**src/rtl/uart_time_reporter.sv**
```systemverilog
// Formats stopwatch/watch time snapshots as ASCII and streams them byte by byte
// into uart_tx over its start_trigger/tx_busy handshake, with round-robin arbitration.
`timescale 1ns/1ps
module uart_time_reporter #(
  parameter bit         ADD_CRLF = 1'b1,
  parameter logic [7:0] SW_TAG   = 8'h53,
  parameter logic [7:0] WT_TAG   = 8'h57
) (
  input  logic       clk,
  input  logic       rst,
  input  logic       req_sw,
  input  logic       req_wt,
  input  logic [5:0] sw_min,
  input  logic [5:0] sw_sec,
  input  logic [6:0] sw_cs,
  input  logic [4:0] wt_hour,
  input  logic [5:0] wt_min,
  input  logic [5:0] wt_sec,
  input  logic       tx_busy,
  output logic       tx_start,
  output logic [7:0] tx_data,
  output logic       busy,
  output logic       grant_wt,
  output logic       done
);

  localparam int unsigned IDX_W = 4;
  localparam int unsigned FLD_W = 7;
  localparam logic [IDX_W-1:0] LAST_IDX = ADD_CRLF ? 4'd11 : 4'd9;

  typedef enum logic [1:0] {IDLE, LOAD, WAIT_HI, WAIT_LO} state_t;

  state_t           state, state_nxt;
  logic             pend_sw, pend_sw_nxt, pend_wt, pend_wt_nxt;
  logic             last_wt, last_wt_nxt;
  logic             grant_wt_nxt, busy_nxt, done_nxt, tx_start_nxt;
  logic [7:0]       tx_data_nxt;
  logic [IDX_W-1:0] idx, idx_nxt;
  logic [FLD_W-1:0] snap_a, snap_a_nxt, snap_b, snap_b_nxt, snap_c, snap_c_nxt;
  logic             pick_wt;

  // Two ASCII decimal digits; anything above 99 saturates to "99".
  function automatic logic [7:0] ascii_tens(input logic [FLD_W-1:0] v);
    logic [FLD_W-1:0] s;
    s = (v > 7'd99) ? 7'd99 : v;
    return 8'h30 + 8'(s / 7'd10);
  endfunction

  function automatic logic [7:0] ascii_ones(input logic [FLD_W-1:0] v);
    logic [FLD_W-1:0] s;
    s = (v > 7'd99) ? 7'd99 : v;
    return 8'h30 + 8'(s % 7'd10);
  endfunction

  // Fields a/b/c are min/sec/cs for the stopwatch and hour/min/sec for the watch.
  function automatic logic [7:0] msg_byte(input logic wt, input logic [FLD_W-1:0] a,
                                          input logic [FLD_W-1:0] b, input logic [FLD_W-1:0] c,
                                          input logic [IDX_W-1:0] i);
    logic [7:0] r;
    r = 8'h00;
    case (i)
      4'd0:    r = wt ? WT_TAG : SW_TAG;
      4'd1:    r = 8'h20;
      4'd2:    r = ascii_tens(a);
      4'd3:    r = ascii_ones(a);
      4'd4:    r = 8'h3A;
      4'd5:    r = ascii_tens(b);
      4'd6:    r = ascii_ones(b);
      4'd7:    r = wt ? 8'h3A : 8'h2E;
      4'd8:    r = ascii_tens(c);
      4'd9:    r = ascii_ones(c);
      4'd10:   r = 8'h0D;
      4'd11:   r = 8'h0A;
      default: r = 8'h00;
    endcase
    return r;
  endfunction

  always_ff @(posedge clk or posedge rst) begin
    if (rst) begin
      state    <= IDLE;
      pend_sw  <= 1'b0;
      pend_wt  <= 1'b0;
      last_wt  <= 1'b1;
      grant_wt <= 1'b0;
      busy     <= 1'b0;
      done     <= 1'b0;
      tx_start <= 1'b0;
      tx_data  <= 8'h00;
      idx      <= '0;
      snap_a   <= '0;
      snap_b   <= '0;
      snap_c   <= '0;
    end else begin
      state    <= state_nxt;
      pend_sw  <= pend_sw_nxt;
      pend_wt  <= pend_wt_nxt;
      last_wt  <= last_wt_nxt;
      grant_wt <= grant_wt_nxt;
      busy     <= busy_nxt;
      done     <= done_nxt;
      tx_start <= tx_start_nxt;
      tx_data  <= tx_data_nxt;
      idx      <= idx_nxt;
      snap_a   <= snap_a_nxt;
      snap_b   <= snap_b_nxt;
      snap_c   <= snap_c_nxt;
    end
  end

  // tx_start/tx_data are registered on the edge that enters LOAD, so they are valid during LOAD.
  always_comb begin
    state_nxt    = state;
    pend_sw_nxt  = pend_sw | req_sw;
    pend_wt_nxt  = pend_wt | req_wt;
    last_wt_nxt  = last_wt;
    grant_wt_nxt = grant_wt;
    busy_nxt     = busy;
    done_nxt     = 1'b0;
    tx_start_nxt = 1'b0;
    tx_data_nxt  = tx_data;
    idx_nxt      = idx;
    snap_a_nxt   = snap_a;
    snap_b_nxt   = snap_b;
    snap_c_nxt   = snap_c;
    pick_wt      = pend_wt & (~pend_sw | ~last_wt);
    case (state)
      IDLE: begin
        if (pend_sw || pend_wt) begin
          grant_wt_nxt = pick_wt;
          last_wt_nxt  = pick_wt;
          busy_nxt     = 1'b1;
          if (pick_wt) begin
            pend_wt_nxt = req_wt;
            snap_a_nxt  = 7'(wt_hour);
            snap_b_nxt  = 7'(wt_min);
            snap_c_nxt  = 7'(wt_sec);
          end else begin
            pend_sw_nxt = req_sw;
            snap_a_nxt  = 7'(sw_min);
            snap_b_nxt  = 7'(sw_sec);
            snap_c_nxt  = sw_cs;
          end
          tx_start_nxt = 1'b1;
          tx_data_nxt  = msg_byte(pick_wt, snap_a_nxt, snap_b_nxt, snap_c_nxt, idx);
          state_nxt    = LOAD;
        end
      end
      LOAD: state_nxt = WAIT_HI;
      WAIT_HI: begin
        if (tx_busy) state_nxt = WAIT_LO;
      end
      WAIT_LO: begin
        if (!tx_busy) begin
          if (idx == LAST_IDX) begin
            idx_nxt   = '0;
            busy_nxt  = 1'b0;
            done_nxt  = 1'b1;
            state_nxt = IDLE;
          end else begin
            idx_nxt      = idx + IDX_W'(1);
            tx_start_nxt = 1'b1;
            tx_data_nxt  = msg_byte(grant_wt, snap_a, snap_b, snap_c, idx_nxt);
            state_nxt    = LOAD;
          end
        end
      end
      default: state_nxt = IDLE;
    endcase
  end

endmodule

```
**config.mk**
```make
export PLATFORM = sky130hd
export DESIGN_NAME = uart_time_reporter
export DESIGN_NICKNAME = d
export VERILOG_FILES = /design/src/rtl/uart_time_reporter.sv
export SDC_FILE = /design/constraint.sdc
export NUM_CORES = 1
export LEC_CHECK = 0
export CELL_PAD_IN_SITES_DETAIL_PLACEMENT = 1
export CELL_PAD_IN_SITES_GLOBAL_PLACEMENT = 1
export CORE_MARGIN = 2
export CORE_UTILIZATION = 25
export DETAILED_ROUTE_END_ITERATION = 10
export PLACE_DENSITY = 0.51
export SYNTH_ARGS = -nofsm -noshare
export SYNTH_HDL_FRONTEND = slang
export SYNTH_SLANG_ARGS = --single-unit
```
**constraint.sdc**
```tcl
create_clock -name clk -period 7 [get_ports clk]
set_clock_uncertainty 0.1 [all_clocks]
set_input_delay 1.4 -clock clk [delete_from_list [all_inputs] [get_ports clk]]
set_output_delay 1.4 -clock clk [all_outputs]
set_load 0.01 [all_outputs]
```
==> impl_metrics.toml <==
[synthesis]
ys_warn_count = 0
ys_seq_area_share_pct = 15.09
synth_top_flop_cell = "dfrtp_1"
synthCells = 914
ys_ff_latch = 40
synth_area_leader_cell = "dfrtp_1"
synth.cell_area_sq_um = 6641
synth_top_area_share_pct = 14.69
syn-num-nets = 989
synth_area_leaders = "dfrtp_1, ha_1, nand2_1"
synthArstFlopShare_pct = 100.0
synth.distinct_cells = 105
synth_area_per_cell_sq_um = 7.266
synth_edf_count = 0

[sta]
worst_pin_slew_ns = 0.9147
fin_crit_ns = 6.337
slew_headroom_pct = 39.02
fmaxAchievable_mhz = 157.8
period_share_pct = 90.53
tns_ns = 0
rsz0062_at_grt = "no"
hold_violations = 0
setup_viol_count_final = 0
drv_slew = 0

[floorplan]
row_count = 59
io_pins = 53
core_area_sq_um = 26060
fp.dieH_um = 167.0
die_width_um = 167.0
initial_core_util_pct = 25.49
die_area_sq_um = 27890

[global_routing]
grt_pass1_vias = 7122
grt_max_degree = 41
antenna_found_initial = 0
gr-total-overflow = 0
grt_util_all_layers_pct = 17.10
grt_pass1_wl_um = 39070

[critical_path]
worstSetupPathType = "in -> reg"
cp_num_buf_inv = 3
max_stage_delay_ns = 0.66
critical-path-top-delay-family = "compound AO/OA/AOI/OAI gates"
start_kind = "input port"
crit_path_max_fanout = 8
cp_data_required_time_ns = 7.12
critical-path-slowest-cell = "clkdlybuf4s50_1"
critPathArrivalTime_ns = 6.46
crit_path_end_kind = "flop"
crit_top_cell = "ha_1"
cp_cell_sequence = "clkdlybuf4s50_1 -> a21boi_0 -> mux2i_1 -> inv_1 -> ha_1 -> or3b_4 -> o41ai_4 -> a21o_4 -> inv_2 -> ha_1 -> o21a_1 -> o21a_1 -> and2_4 -> a21oi_1 -> a31oi_1 -> ha_1 -> maj3_1 -> a221oi_1 -> a21o_1 -> a211oi_2 -> a21o_1 -> mux2_4 -> o21ai_2"

[hold_path]
hold_path_class = "reg -> reg"

[route]
wirelength_um = 24200
via_per_inst = 5.455
first_iter_violations = 352
first_pass_iters = 4
ant_nets = 0
num_vias = 6922
drt-wirelength-per-cell_um = 19.07
drc = 0

[finish]
nFillCells = 3195
final_common_cell = "nand2_1"
final_nets = 1008
final_cell_mix = "nand2_1, o21ai_0, nor2_1, a21oi_1, clkdlybuf4s50_1"
n_antenna_cell = 0
multi_input_area_sq_um = 5263
area_delta_synth_final_pct = 14.83
drive_gt1_share_pct = 8.137
ff_latch_area_sq_um = 1002

[clock_tree]
clk_pin_slew_ns = 0.07
post_cts_buffers = 0
cts_buffers = 5
cts_sinks = 40
clk_latency_ns = 0.29
cts_tree = "built"
clock_path_buffers = 2
cts_hold_buf = 0
htree_levels = 2
ctsResizeCount = 0
cts_root_buffer = "clkbuf_16"

[place]
place.gp.congestion = 0.8579
hpwl_um = 19250
io_buffers = 52

[run_status]
status = "completed"

[job]
drv_cap = 0
## path summary, 6_finish.rpt
kind                                 from         end  slack (ns)  depth (start not counted)
worst max-delay path             sw_cs[4]  tx_data[7]        0.66                         23
worst min-delay path             state[0]    state[0]        0.43                          1
worst max register to register  snap_c[6]  tx_data[6]        0.71                         24
worst min register to register   state[0]    state[0]        0.43                          1
max in group asynchronous             rst   snap_c[4]        4.71                          2
min in group asynchronous             rst    tx_start        1.52                          2
## state kept, by name, indices dropped and copies added, names as in the netlist, 2 cells and up
name	flops
tx_data	8
snap_b	6
state	2
snap_a	6
idx	4
snap_c	7
## logic make-up (layout without fill, tap and decap cells)
family	count (synthesis)	count (layout)	synth area share [%]
XOR/XNOR	25	25	3.297
adder cells (fa/ha/maj)	39	39	7.159
AND/OR/NAND/NOR	343	343	25.94
AO/OA/AOI/OAI	327	327	35.21
buffers and inverters	94	114	5.821
flip-flops	40	40	15.09
multiplexers	46	46	7.479
## per-stage QoR
stage	instance area [sq um]	std cells	util, %	setup slack (ns)	hold slack (ns)
2_1_floorplan	6641	914	-	1.259	0.3502
3_3_place_gp	7442	1261	28.56	0.4775	0.4089
3_5_place_dp	7442	1261	28.56	0.3938	0.4197
4_1_cts	7620	1269	29.24	0.6274	0.4345
5_1_grt	7626	1269	29.26	0.02134	0.4496
6_report	7626	1269	29.26	0.6631	0.4330
## cells in the mapped netlist (7+ instances only)
master and n:
nand2_1 104, o21ai_0 76, a21oi_1 71, nor2_1 71, inv_1 42, dfrtp_1 39
clkbuf_1 34, ha_1 34, mux2i_1 31, nor3_1 26, nand3_1 24, nor2b_1 24
xnor2_1 20, a31oi_1 19, nand2b_1 17, a211oi_1 16, a21o_1 16, and2_1 15
buf_2 12, mux2_2 12, nand4_1 8, o211ai_1 8, o21a_1 7, o22ai_1 7
## cell type report
class,instances,share of cell area (%)
clock buffer,6,1.821
inverter,43,2.116
multi-input combinational,780,69.01
clock inverter,2,0.5086
timing repair buffer,63,7.908
sequential,40,13.14
tap,335,5.496
## layer usage
layer	vias up	GRT usage, %	routed length, um
met5	-	0	0
met4	0	4.085	335
met3	15	0.6654	407
met2	89	30.13	11810
met1	3392	23.05	11640
li1	3426	-	-
Power is left out: the tool's default activity adds up to more than one toggle a clock period on the data nets, which glitch-free logic cannot reach.
